===== config.mk =====
export PLATFORM = sky130hd
export DESIGN_NAME = pc_unit
export DESIGN_NICKNAME = d
export VERILOG_FILES = /design/src/rtl/pc_unit_pkg.sv /design/src/rtl/pc_unit_ras.sv /design/src/rtl/pc_unit.sv
export SDC_FILE = /design/constraint.sdc
export NUM_CORES = 1
export LEC_CHECK = 0
export CAP_MARGIN = 30
export CORE_MARGIN = 5
export CORE_UTILIZATION = 40
export DETAILED_ROUTE_END_ITERATION = 10
export GPL_ROUTABILITY_DRIVEN = 0
export PLACE_DENSITY = 0.66
export REMOVE_ABC_BUFFERS = 1
export SYNTH_ARGS = -nofsm -noshare
export SYNTH_HDL_FRONTEND = slang
export SYNTH_SLANG_ARGS = --single-unit

===== constraint.sdc =====
create_clock -name clk -period 6.2 [get_ports clk]
set_input_delay 1.55 -clock clk [delete_from_list [all_inputs] [get_ports clk]]
set_output_delay 1.55 -clock clk [all_outputs]
set_load 0.02 [all_outputs]

===== src/rtl/pc_unit_pkg.sv =====
// Shared fetch-stage types and constants for the program-counter unit.
package pc_unit_pkg;

  localparam int unsigned ADDR_W_DEFAULT       = 32;
  localparam int unsigned INSTR_STEP           = 4;
  localparam logic [31:0] RESET_VECTOR_DEFAULT = 32'h0000_0000;

  typedef logic                      clock_t;
  typedef logic                      bool_t;
  typedef logic [ADDR_W_DEFAULT-1:0] addr_t;
  typedef addr_t                     addr_reg_t;

  typedef enum logic [2:0] {
    SelReset,
    SelTrap,
    SelJump,
    SelRet,
    SelStall,
    SelSeq
  } pc_sel_e;

  // Next-PC source in priority order; ret_taken already excludes an empty stack.
  function automatic pc_sel_e pc_select(bool_t rst_n, bool_t trap, bool_t jump,
                                        bool_t ret_taken, bool_t stall);
    if (!rst_n)         return SelReset;
    else if (trap)      return SelTrap;
    else if (jump)      return SelJump;
    else if (ret_taken) return SelRet;
    else if (stall)     return SelStall;
    else                return SelSeq;
  endfunction

endpackage


===== src/rtl/pc_unit_ras.sv =====
// Circular return-address stack with saturating occupancy; oldest entry is overwritten when full.
module pc_unit_ras #(
  parameter int unsigned Depth = 4,
  parameter int unsigned Width = 32
) (
  input  logic             clk,
  input  logic             rst_n,
  input  logic             push,
  input  logic             pop,
  input  logic [Width-1:0] push_data,
  output logic [Width-1:0] top_data,
  output logic             empty,
  output logic             full
);

  localparam int unsigned PtrW = $clog2(Depth);
  localparam int unsigned CntW = $clog2(Depth + 1);

  logic [Width-1:0] mem_q [Depth];
  logic [PtrW-1:0]  ptr_q;
  logic [PtrW-1:0]  ptr_inc;
  logic [CntW-1:0]  cnt_q;

  // Depth is a power of two, so pointer arithmetic wraps naturally.
  assign ptr_inc  = ptr_q + 1'b1;
  assign top_data = mem_q[ptr_q];
  assign empty    = (cnt_q == '0);
  assign full     = (cnt_q == CntW'(Depth));

  always_ff @(negedge clk) begin
    if (!rst_n) begin
      ptr_q <= '0;
      cnt_q <= '0;
    end else if (push) begin
      ptr_q <= ptr_inc;
      if (!full) cnt_q <= cnt_q + 1'b1;
    end else if (pop && !empty) begin
      ptr_q <= ptr_q - 1'b1;
      cnt_q <= cnt_q - 1'b1;
    end
  end

  always_ff @(negedge clk) begin
    if (rst_n && push) mem_q[ptr_inc] <= push_data;
  end

endmodule


===== src/rtl/pc_unit.sv =====
// Fetch program counter: reset/trap/jump/return/stall/sequential next-PC selection
// with a return-address stack for call/return prediction. State updates on falling edge.
module pc_unit
  import pc_unit_pkg::*;
#(
  parameter int unsigned          ADDR_W       = ADDR_W_DEFAULT,
  parameter logic [ADDR_W-1:0]    RESET_VECTOR = ADDR_W'(RESET_VECTOR_DEFAULT),
  parameter int unsigned          STEP         = INSTR_STEP,
  parameter int unsigned          RAS_DEPTH    = 4
) (
  input  logic              clk,
  input  logic              rst_n,
  input  logic              stall,
  input  logic              trap_enable,
  input  logic [ADDR_W-1:0] trap_address,
  input  logic              jump_enable,
  input  logic [ADDR_W-1:0] jump_address,
  input  logic              call_enable,
  input  logic              ret_enable,
  output logic [ADDR_W-1:0] pc_out,
  output logic [ADDR_W-1:0] pc_next,
  output logic              misaligned_out,
  output logic              ras_empty,
  output logic              ras_full
);

  logic [ADDR_W-1:0] pc_q, pc_d;
  logic              mis_q, mis_d;
  logic [ADDR_W-1:0] link_addr;
  logic [ADDR_W-1:0] ras_top;
  logic              ras_push, ras_pop;
  pc_sel_e           sel;

  assign link_addr = pc_q + ADDR_W'(STEP);
  assign ras_push  = jump_enable & call_enable & ~trap_enable;
  assign ras_pop   = ret_enable & ~jump_enable & ~trap_enable & ~ras_empty;

  always_comb begin
    sel   = pc_select(rst_n, trap_enable, jump_enable, ras_pop, stall);
    pc_d  = pc_q;
    mis_d = 1'b0;
    case (sel)
      SelReset: pc_d = RESET_VECTOR;
      SelTrap: begin
        pc_d  = {trap_address[ADDR_W-1:2], 2'b00};
        mis_d = |trap_address[1:0];
      end
      SelJump: begin
        pc_d  = {jump_address[ADDR_W-1:2], 2'b00};
        mis_d = |jump_address[1:0];
      end
      SelRet:   pc_d = ras_top;
      SelStall: pc_d = pc_q;
      SelSeq:   pc_d = link_addr;
      default:  pc_d = pc_q;
    endcase
  end

  always_ff @(negedge clk) begin
    pc_q  <= pc_d;
    mis_q <= mis_d;
  end

  pc_unit_ras #(
    .Depth(RAS_DEPTH),
    .Width(ADDR_W)
  ) u_ras (
    .clk      (clk),
    .rst_n    (rst_n),
    .push     (ras_push),
    .pop      (ras_pop),
    .push_data(link_addr),
    .top_data (ras_top),
    .empty    (ras_empty),
    .full     (ras_full)
  );

  assign pc_out         = pc_q;
  assign pc_next        = pc_d;
  assign misaligned_out = mis_q;

endmodule


Word-level counts from Yosys, hierarchy flattened
Memories as Yosys holds them, arrays and structs flattened. A register that Yosys moved wholly into a read port is not among the register bits.
Index checks and enable logic that the tools add are counted.
- eq/ne operators: 6
- muxes and demuxes: 16
- reductions and logical operators: 9
- $add $sub $neg: 5
- bitwise logic cells: 8
- operators with widths (cell ; number):
    $pmux 32 s5 ; 1
    $add 32x3->32 const B ; 1
    $mux 3 ; 7
    $mux 2 ; 4
    $eq 3x2->1 const B ; 2
    $eq 3x3->1 const B ; 2
    $logic_not 3->1 ; 2
    $and 1x1->1 ; 5
    $reduce_or 2->1 ; 2
    $add 3x1->3 const B ; 1
    $eq 3x1->1 const B ; 1
    $mux 1 ; 3
    $not 1->1 ; 3
    $sub 3x1->3 const B ; 1
    $add 2x1->2 const B ; 1
    $logic_and 1x1->1 ; 2
    $ne 2x2->1 const B ; 1
    $pmux 1 s2 ; 1
    $reduce_and 2->1 ; 1
    $reduce_bool 2->1 ; 1
    $sub 2x1->2 const B ; 1
    $logic_not 1->1 ; 1
- register bits: 38
- word-level logic and storage cells: 49
- bits in writable memories: 128
- output and inout port bits: 67
- memories kept: 1
- memory list (memory ; depth ; width ; rd ports ; clocked after memory_dff ; wr ports ; RTL line ; source):
    u_ras.mem_q ; 4 ; 32 ; 1 ; 1 ; 1 ; pc_unit_ras.sv:19 ; logic [Width-1:0] mem_q [Depth];

Depth between registers and ports, before layout
Gate-level depths: netlist of the first run.
- depth in word-level cells: 10
- mapped depth: 7
- depth with buffers taken out: 6

Modules after synthesis
A second synthesis of the first run with hierarchy kept.
- cell total of the unflattened synthesis: 519
- area total of the unflattened synthesis: 7578.5 sq um
- by module, submodules not included (module ; cells each ; area each (sq um) ; seq. area each (sq um) ; times used):
    pc_unit_ras ; 222 ; 5073.6 ; 3983.8 ; 1
    pc_unit ; 297 ; 2504.9 ; 660.6 ; 1

==> impl_metrics.ini, run 1 <==
[run_status]
status = finished, violations left
violations = negative setup slack

[synthesis]
ys_ff_latch = 168
ys_top_cells_by_area = edfxtp_1, dfxtp_1, mux4_2
synthArstFlopShare_pct = 0
synthTopCellsByCount = edfxtp_1, dfxtp_1, mux4_2, nand2_1, o21ai_0
synthSimpleGateAreaFrac_pct = 9.126
yosysTopAreaCell = edfxtp_1
syn_area_mm2 = 0.007513
synthFlopType = edfxtp_1
synth_cell_type_count = 58
netlist_instances = 532
synth_xor_area_share_pct = 3.497
synth_most_common_cell = edfxtp_1
avgSynthCellArea_um2 = 14.12
synth_adder_area_share_pct = 1.099
yosysWarnings = 0
synth_edf_count = 128
yosysSeqAreaShare_pct = 61.82
netlist.area_leader.share_pct = 51.16
synth_mux_area_share_pct = 9.858
synth_top_family_by_area = compound AO/OA/AOI/OAI gates
synth_compound_area_share_pct = 11.74

[min_path]
hold_class = register to register

[global_route]
grt_max_degree = 20
grt_first_pass_wirelength_um = 39780
grt_overflow = 0
track_usage_pct = 23.83
grt_pass1_vias = 7803
antenna_found_initial = 0

[placed_design]
pre_cts_ws_ns = -0.8495
io_buffers = 137
dp_hpwl_um = 16480

[die]
die-area_mm2 = 0.02163
io_pins = 138
num_rows = 50
die_w_um = 147.1
start_util_pct = 40.44
core_mm2 = 0.01858
die_height_um = 147.1

[sta]
hold_viol = 0
rsz0062_at_grt = yes
slew_headroom_pct = 64.60
layout_setup_ws_ns = -0.8545
worstMarginPinSlew_ns = 0.5310
slew_violations = 0
fin_worst_skew_ns = 0.02427
finalSetupViolCount = 34

[setup_path]
cp-end-kind = output pin
r2r_slack_ns = 3.60
required_ns = 4.65
cp_data_arrival_time_ns = 5.50
crit_type = register to output pin
path_max_fanout = 6
cp-start-kind = register

[cts]
cts_inserted_buffers = 17
clk_pin_slew_ns = 0.05
clock_tree.root_cell = clkbuf_16
htreeDepth = 4
cts_tree = done
clockBufferDepth = 2
clk_latency_ns = 0.47
hold_buffers = 0
cts_sinks = 168

[route]
routedWlPerCell_um = 21.01
post_drt_via_cell_ratio = 5.572
drt_wl_total_um = 26790
dr.pass1.iters = 6
remaining_drc_errors = 0
drt_iter0_markers = 737
ant_nets = 0
vias = 7104

[cells_and_area]
layout-drive-gt1-share_pct = 36.98
area_delta_synth_final_pct = 66.38
nFillCells = 1266
post-route-util_pct = 67.28
num-nets-final = 1105
diodes = 0

[run]
cap_violations = 0

[power_and_ir_drop]
leakage_uw = 0.005607
p_per_area_mw_per_mm2 = 260.5
ir_drop_mv = 0.2264
total_power_uw = 3256
==> critical path: stages, from the launching register on <==
cell and delay (ns):
dfxtp_1 0.31, or3_4 0.41, buf_4 0.17, nand2_2 0.09
nand2_1 0.14, buf_4 0.21, o31ai_2 0.25, o21a_1 0.21
buf_6 0.13
==> per-layer routing <==
| metal | routed length, um | vias to the layer above | global-route usage [%] |
|---|---|---|---|
| met3 | 2092 | 66 | 8.081 |
| met5 | 0 | - | 0 |
| met4 | 886 | 0 | 13.56 |
| met1 | 9943 | 3518 | 26.72 |
| li1 | - | 3127 | - |
| met2 | 13870 | 393 | 39.79 |
==> cell usage in the layout (no fill, tap or decap), types with 18 or more instances in the layout <==
| cell | synthesis | layout |
|---|---|---|
| inv_1 | 15 | 181 |
| buf_4 | 5 | 172 |
| edfxtp_1 | 128 | 128 |
| clkdlybuf4s50_1 | 0 | 67 |
| buf_6 | 2 | 40 |
| mux4_2 | 32 | 32 |
| dfxtp_1 | 40 | 30 |
| dlygate4sd2_1 | 0 | 27 |
| a222oi_1 | 24 | 24 |
| nand2_1 | 29 | 24 |
| buf_12 | 0 | 21 |
| nor2_1 | 27 | 20 |
| xnor2_1 | 22 | 20 |
| a21oi_1 | 27 | 18 |
==> what timing repair did <==
item	4_1_cts	5_1_grt
endpoints found under the setup margin	83	41
pin swaps	53	46
resized for setup	314	75
cloned	2	0
setup buffers	39	24
==> registers in the layout, indices dropped and copies added (netlist names), named ones only <==
name / flops
u_ras.cnt_q: 3
misaligned_out: 1
u_ras.ptr_q: 2
pc_out: 32
u_ras.mem_q: 128
==> cell type report <==
type / instances / area, um^2 / area share (%)
repair buffers: 341 / 3237 / 25.89
clock buffers: 17 / 425.4 / 3.403
clock inverters: 183 / 773.2 / 6.186
multi-input cells: 318 / 3058 / 24.46
inverters: 14 / 52.55 / 0.4204
well taps: 234 / 292.8 / 2.342
flip-flops and latches: 168 / 4662 / 37.29
==> logic make-up after synthesis <==
family | count (synthesis)
mux | 34
flops | 168
buf+inv | 46
simple gates | 125
compound gates | 123
fa+ha+maj | 6
xor+xnor | 30
==> per-stage QoR <==
stage               hold WS, ns  setup TNS (ns)  instance area [um^2]  cells
finish                   0.5213          -23.72                 12500   1275
global route             0.5403          -26.29                 12500   1275
CTS                      0.5359          -23.14                 12090   1252
detailed placement       0.5393          -82.27                 10250   1012
global placement         0.5346          -78.74                 10250   1012
floorplan                0.5067          -39.14                  7355    501
==> where the power goes <==
group / switching [uW] / internal, uW
logic: 240 / 265
registers: 20.2 / 1250
clock network: 773 / 708
==> final timing paths <==
kind                          startpoint                          end  depth (start not counted)
max          u_ras.cnt_q[1]$_SDFFE_NN0P_                  pc_next[14]                          8
min                    pc_out[0]$_DFF_N_  u_ras.mem_q[2][0]$_DFFE_NP_                          0
max reg2reg                     register            pc_out[8]$_DFF_N_                         12
min reg2reg            pc_out[0]$_DFF_N_  u_ras.mem_q[2][0]$_DFFE_NP_                          0
(Power assumes the default switching activity.)
==> run 2, diff against run 1 <==
- GPL_TIMING_DRIVEN: default -> 0
==> run 2 against run 1 <==
Net effect:
- the flow still finishes with violations (negative setup slack)
- clock power about the same
- first-iteration DRC count up 0.54%
- hold slack better by 0.0069 ns
- power down 1.2%
- largest power group unchanged
- highest routed layer unchanged
==> impl_metrics.ini, run 2 (synthesis gave the netlist of run 1 again) <==
[setup_path]
reg2reg_to = pc_out[2]$_DFF_N_
rr_worst_depth = 9
path_max_fanout = 10
slowest_delay_ns = 0.42
crit_cells = 7
r2r_slack_ns = 4.15
slowest_stage = or3_4
cp_data_arrival_time_ns = 5.58
crit_chain = or3_4 -> and3_4 -> buf_16 -> a222oi_1 -> a21oi_1 -> a2bb2oi_1 -> buf_2
cp-end-kind = output pin
cp-start-kind = register
cp_num_buf_inv = 2
startpoint = u_ras.cnt_q[0]$_SDFFE_NN0P_
crit_type = register to output pin
critPathTopFamily = compound AO/OA/AOI/OAI gates
required_ns = 4.65

[route]
drt_iter0_markers = 741
ant_nets = 0
remaining_drc_errors = 0
post_drt_via_cell_ratio = 5.620
drt_wl_total_um = 26040
vias = 6710
routedWlPerCell_um = 21.81
dr.pass1.iters = 6

[power_and_ir_drop]
power.switching_uw = 1050
p_sw_share_pct = 32.62
pwr-share-clk_pct = 45.7
p_int_uw = 2168
pwr-share-comb_pct = 14.2
leakage_uw = 0.005146
ir_drop_mv = 0.1826
p_per_area_mw_per_mm2 = 271.1
seqPwrFrac_pct = 40.1

[min_path]
worstHoldStart = pc_out[1]$_DFF_N_
min_to = u_ras.mem_q[2][1]$_DFFE_NP_
hold_class = register to register
holdPathStages = 0

[cts]
cts_inserted_buffers = 17
htreeDepth = 4
clk_latency_ns = 0.47
hold_buffers = 0
cts_sinks = 168
clock_tree.root_cell = clkbuf_16
clockBufferDepth = 2
clk_pin_slew_ns = 0.06
cts_tree = done

[sta]
layout_setup_ws_ns = -0.9347
worstMarginPinSlew_ns = 0.7275
fin_worst_skew_ns = 0.02953
slew_violations = 0
tns_ns = -25.30
finalSetupViolCount = 34
hold_viol = 0
slew_headroom_pct = 51.50
rsz0062_at_grt = yes

[cells_and_area]
area_delta_synth_final_pct = 57.95
num-nets-final = 1024
largest_reg_flops = 128
layout_commonest_cell = inv_1
diodes = 0
layout.cells.most_common_list = inv_1, edfxtp_1, buf_4, clkdlybuf4s50_1, mux4_2
layout-drive-gt1-share_pct = 32.40
nFillCells = 1299
largest_register = u_ras.mem_q
stdcell_count = 1194

[run_status]
violations = negative setup slack
status = finished, violations left

[die]
die-area_mm2 = 0.02163
core_mm2 = 0.01858
die_height_um = 147.1
die_w_um = 147.1
io_pins = 138
num_rows = 50
start_util_pct = 40.44

[placed_design]
pre_cts_ws_ns = -1.854
place_inst = 880
io_buffers = 137
dp_hpwl_um = 14060

[global_route]
grt_overflow = 0
grt_max_degree = 24
track_usage_pct = 23.09
antenna_found_initial = 0
grt_first_pass_wirelength_um = 38030
grt_pass1_vias = 7225

[run]
cap_violations = 0
run 2: changes by cell type in the layout (fill, tap and decap cells not counted), sizes merged, moves of 2 or more:
cell / previous run / this run
clkdlybuf4s50: 67 / 77
dlygate4sd2: 27 / 17
buf: 241 / 155
clkbuf: 17 / 19
clkdlybuf4s15: 0 / 3
run 2: repair_timing:
action / 4_1_cts / 5_1_grt
gates cloned: 2 / 1
gates resized for setup: 306 / 63
endpoints found under the setup margin: 186 / 56
buffers inserted: 68 / 46
pin swaps: 60 / 38
run 2: per-stage QoR:
| step | area [um^2] | util, % | total power [uW] | hold slack, ns |
|---|---|---|---|---|
| 4_1_cts | 11280 | 60.70 | 3164 | 0.5330 |
| 2_1_floorplan | 7355 | - | 1625 | 0.5067 |
| 5_1_grt | 11870 | 63.87 | 3426 | 0.5334 |
| 3_3_place_gp | 9019 | 48.54 | 1781 | 0.5110 |
| 6_report | 11870 | 63.87 | 3217 | 0.5282 |
| 3_5_place_dp | 9216 | 49.60 | 1798 | 0.5282 |
run 2: final cells by class:
cell class	instances	area, um^2	area share [%]
flip-flops and latches	168	4726	39.82
multi-input cells	319	3019	25.44
repair buffers	259	2575	21.70
clock inverters	183	773.2	6.516
clock buffers	17	425.4	3.585
well taps	234	292.8	2.467
inverters	14	56.30	0.4744
run 2: power groups by stage:
stage                     Clock [uW]  Combinational [uW]  Sequential, uW
after global routing            1660                 481            1290
after global placement           162                 303            1320
after floorplan                  162                 146            1320
final                           1470                 458            1290
after detailed placement         162                 322            1310
after CTS                       1480                 390            1290
run 2: worst max path at each step:
stage | endpoint | slack (ns)
global placement | pc_next[5] | -2.53
detailed placement | pc_next[9] | -1.85
CTS | pc_next[5] | -0.88
global route | pc_next[17] | -1.06
finish | pc_next[17] | -0.93
floorplan | pc_next[21] | -1.19
run 2: metal layers:
layer | vias to the layer above | part of all wire [%] | global-route usage, %
met5 | - | 0 | 0
met4 | 0 | 3.4 | 11.74
met3 | 61 | 8.5 | 8.236
met2 | 370 | 51 | 39.08
met1 | 3310 | 37 | 25.79
li1 | 2969 | - | -
==> run 3, diff against run 2 <==
--- a/config.mk
+++ b/config.mk
@@ -15,2 +15,3 @@
 export REMOVE_ABC_BUFFERS = 1
+export SKIP_LAST_GASP = 1
 export SYNTH_ARGS = -nofsm -noshare
==> constraint.sdc (replaced) <==
create_clock -name clk -period 6.2 [get_ports clk]
set_input_delay 0.93 -clock clk [delete_from_list [all_inputs] [get_ports clk]]
set_output_delay 0.93 -clock clk [all_outputs]
set_load 0.02 [all_outputs]
==> run 3 against run 2 <==
Net effect:
- the flow still finishes with violations (negative setup slack)
- flip-flop and latch count unchanged
- critical endpoint unchanged
- via count is the same
- clock-buffer cell count stayed put
- clock skew fell by 0.0024 ns
- clock power about the same
- critical path depth unchanged
- wire length shrank 0.43%
- non-clock buffer count rose by 3
- cell count rose by 0.25%
- sequential share of layout area decreased by 0.18 points
- setup slack better by 0.63 ns
==> impl_metrics.ini, run 3 (synthesis gave the netlist of run 1 again) <==
[cells_and_area]
area_delta_synth_final_pct = 58.52
fin_area_mm2 = 0.01191
largest_reg_flops = 128
num-nets-final = 1027
largest_register = u_ras.mem_q
layout_commonest_cell = inv_1
layout-drive-gt1-share_pct = 31.57
layout.cells.most_common_list = inv_1, edfxtp_1, clkdlybuf4s50_1, buf_4, mux4_2
diodes = 0
post-route-util_pct = 64.10

[setup_path]
crit_chain = or3_4 -> and3_4 -> buf_16 -> a222oi_1 -> a21oi_1 -> a2bb2oi_1 -> buf_2
slowest_delay_ns = 0.42
cp-end-kind = output pin
path_max_fanout = 5
required_ns = 5.27
cp-start-kind = register
slowest_stage = or3_4
startpoint = u_ras.cnt_q[0]$_SDFFE_NN0P_
crit_type = register to output pin
cp_data_arrival_time_ns = 5.58

[die]
core_mm2 = 0.01858
die-area_mm2 = 0.02163
io_pins = 138
die_height_um = 147.1
start_util_pct = 40.44
die_w_um = 147.1
num_rows = 50

[global_route]
grt_max_degree = 24
antenna_found_initial = 0
grt_overflow = 0
grt_pass1_vias = 7179
grt_first_pass_wirelength_um = 37830
track_usage_pct = 22.93

[run]
cap_violations = 0

[run_status]
status = finished, violations left
violations = negative setup slack

[power_and_ir_drop]
total_power_uw = 3218
ir_drop_mv = 0.1846
leakage_uw = 0.005043
p_per_area_mw_per_mm2 = 270.1

[cts]
htreeDepth = 4
clk_latency_ns = 0.47
clockBufferDepth = 2
cts_inserted_buffers = 17
clk_pin_slew_ns = 0.04
cts_tree = done
cts_sinks = 168
clock_tree.root_cell = clkbuf_16

[sta]
fin_worst_skew_ns = 0.02717
slew_violations = 0
finalSetupViolCount = 30
fin_hold_ws_ns = 0.5279
rsz0062_at_grt = yes
slew_headroom_pct = 48.04
worstMarginPinSlew_ns = 0.7794
hold_viol = 0
layout_setup_ws_ns = -0.3096

[min_path]
worstHoldStart = pc_out[0]$_DFF_N_
hold_class = register to register

[placed_design]
post_dp_cell_area_mm2 = 0.009216
dp_hpwl_um = 14060
io_buffers = 137
pre_cts_ws_ns = -1.234

[route]
dr.pass1.iters = 5
ant_nets = 0
remaining_drc_errors = 0
drt_iter0_markers = 672
post_drt_via_cell_ratio = 5.606
drt_wl_total_um = 25930
vias = 6710
routedWlPerCell_um = 21.66
[run 3: cell count changes in the layout (fill, tap and decap cells not counted), sizes merged]
cell / delta
inv: +1
dlymetal6s2s: -5
dlygate4sd2: -16
clkdlybuf4s50: +27
clkdlybuf4s15: -3
clkinvlp: -1
[run 3: stage by stage]
step / instances / TNS, ns
after floorplan: 501 / -13.15
after global placement: 872 / -168.17
after detailed placement: 880 / -56.14
after CTS: 1146 / -4.341
after global routing: 1197 / -7.917
final: 1197 / -5.354
[run 3: cell type report]
| cell class | instances | area, um^2 |
|---|---|---|
| Fill cell | 1296 | 6670 |
| Sequential cell | 168 | 4721 |
| Multi-Input combinational cell | 319 | 3040 |
| Timing Repair Buffer | 262 | 2605 |
| Clock inverter | 183 | 773.2 |
| Clock buffer | 17 | 425.4 |
| Tap cell | 234 | 292.8 |
| Inverter | 14 | 52.55 |
[run 3: routing by layer]
metal	share of wire [%]	track usage [%]
met1	37	25.85
met3	7.5	8.051
met4	3.2	12.58
met2	52	38.18
met5	0	0
[run 3: final timing paths]
path	endpoint	slack [ns]	cells after the start
setup / recovery	pc_next[17]	-0.31	7
hold / removal	u_ras.mem_q[1][0]$_DFFE_NP_	0.53	0
setup reg to reg	pc_out[2]$_DFF_N_	4.06	9
hold reg to reg	u_ras.mem_q[1][0]$_DFFE_NP_	0.53	0
[run 3: report_power, final]
part / switching (uW) / internal (uW)
clock network: 793 / 679
logic: 216 / 240
registers: 39.1 / 1250
total: 1050 / 2170
[run 3: critical path: cells and delay by family, from the launching register on]
family | cells | cell delay (ns)
buffers and inverters | 2 | 0.34
AND/OR/NAND/NOR | 2 | 0.66
AO/OA/AOI/OAI | 3 | 0.68
flip-flops | 1 | 0.34
[run 3: timing repair]
item                                    in CTS  in global routing
buffers inserted                            65                 49
resized for setup                          253                 67
endpoints found under the setup margin      59                 32
cloned                                       2                  2
hold buffers                                 0                  0
pin swaps                                   56                 33
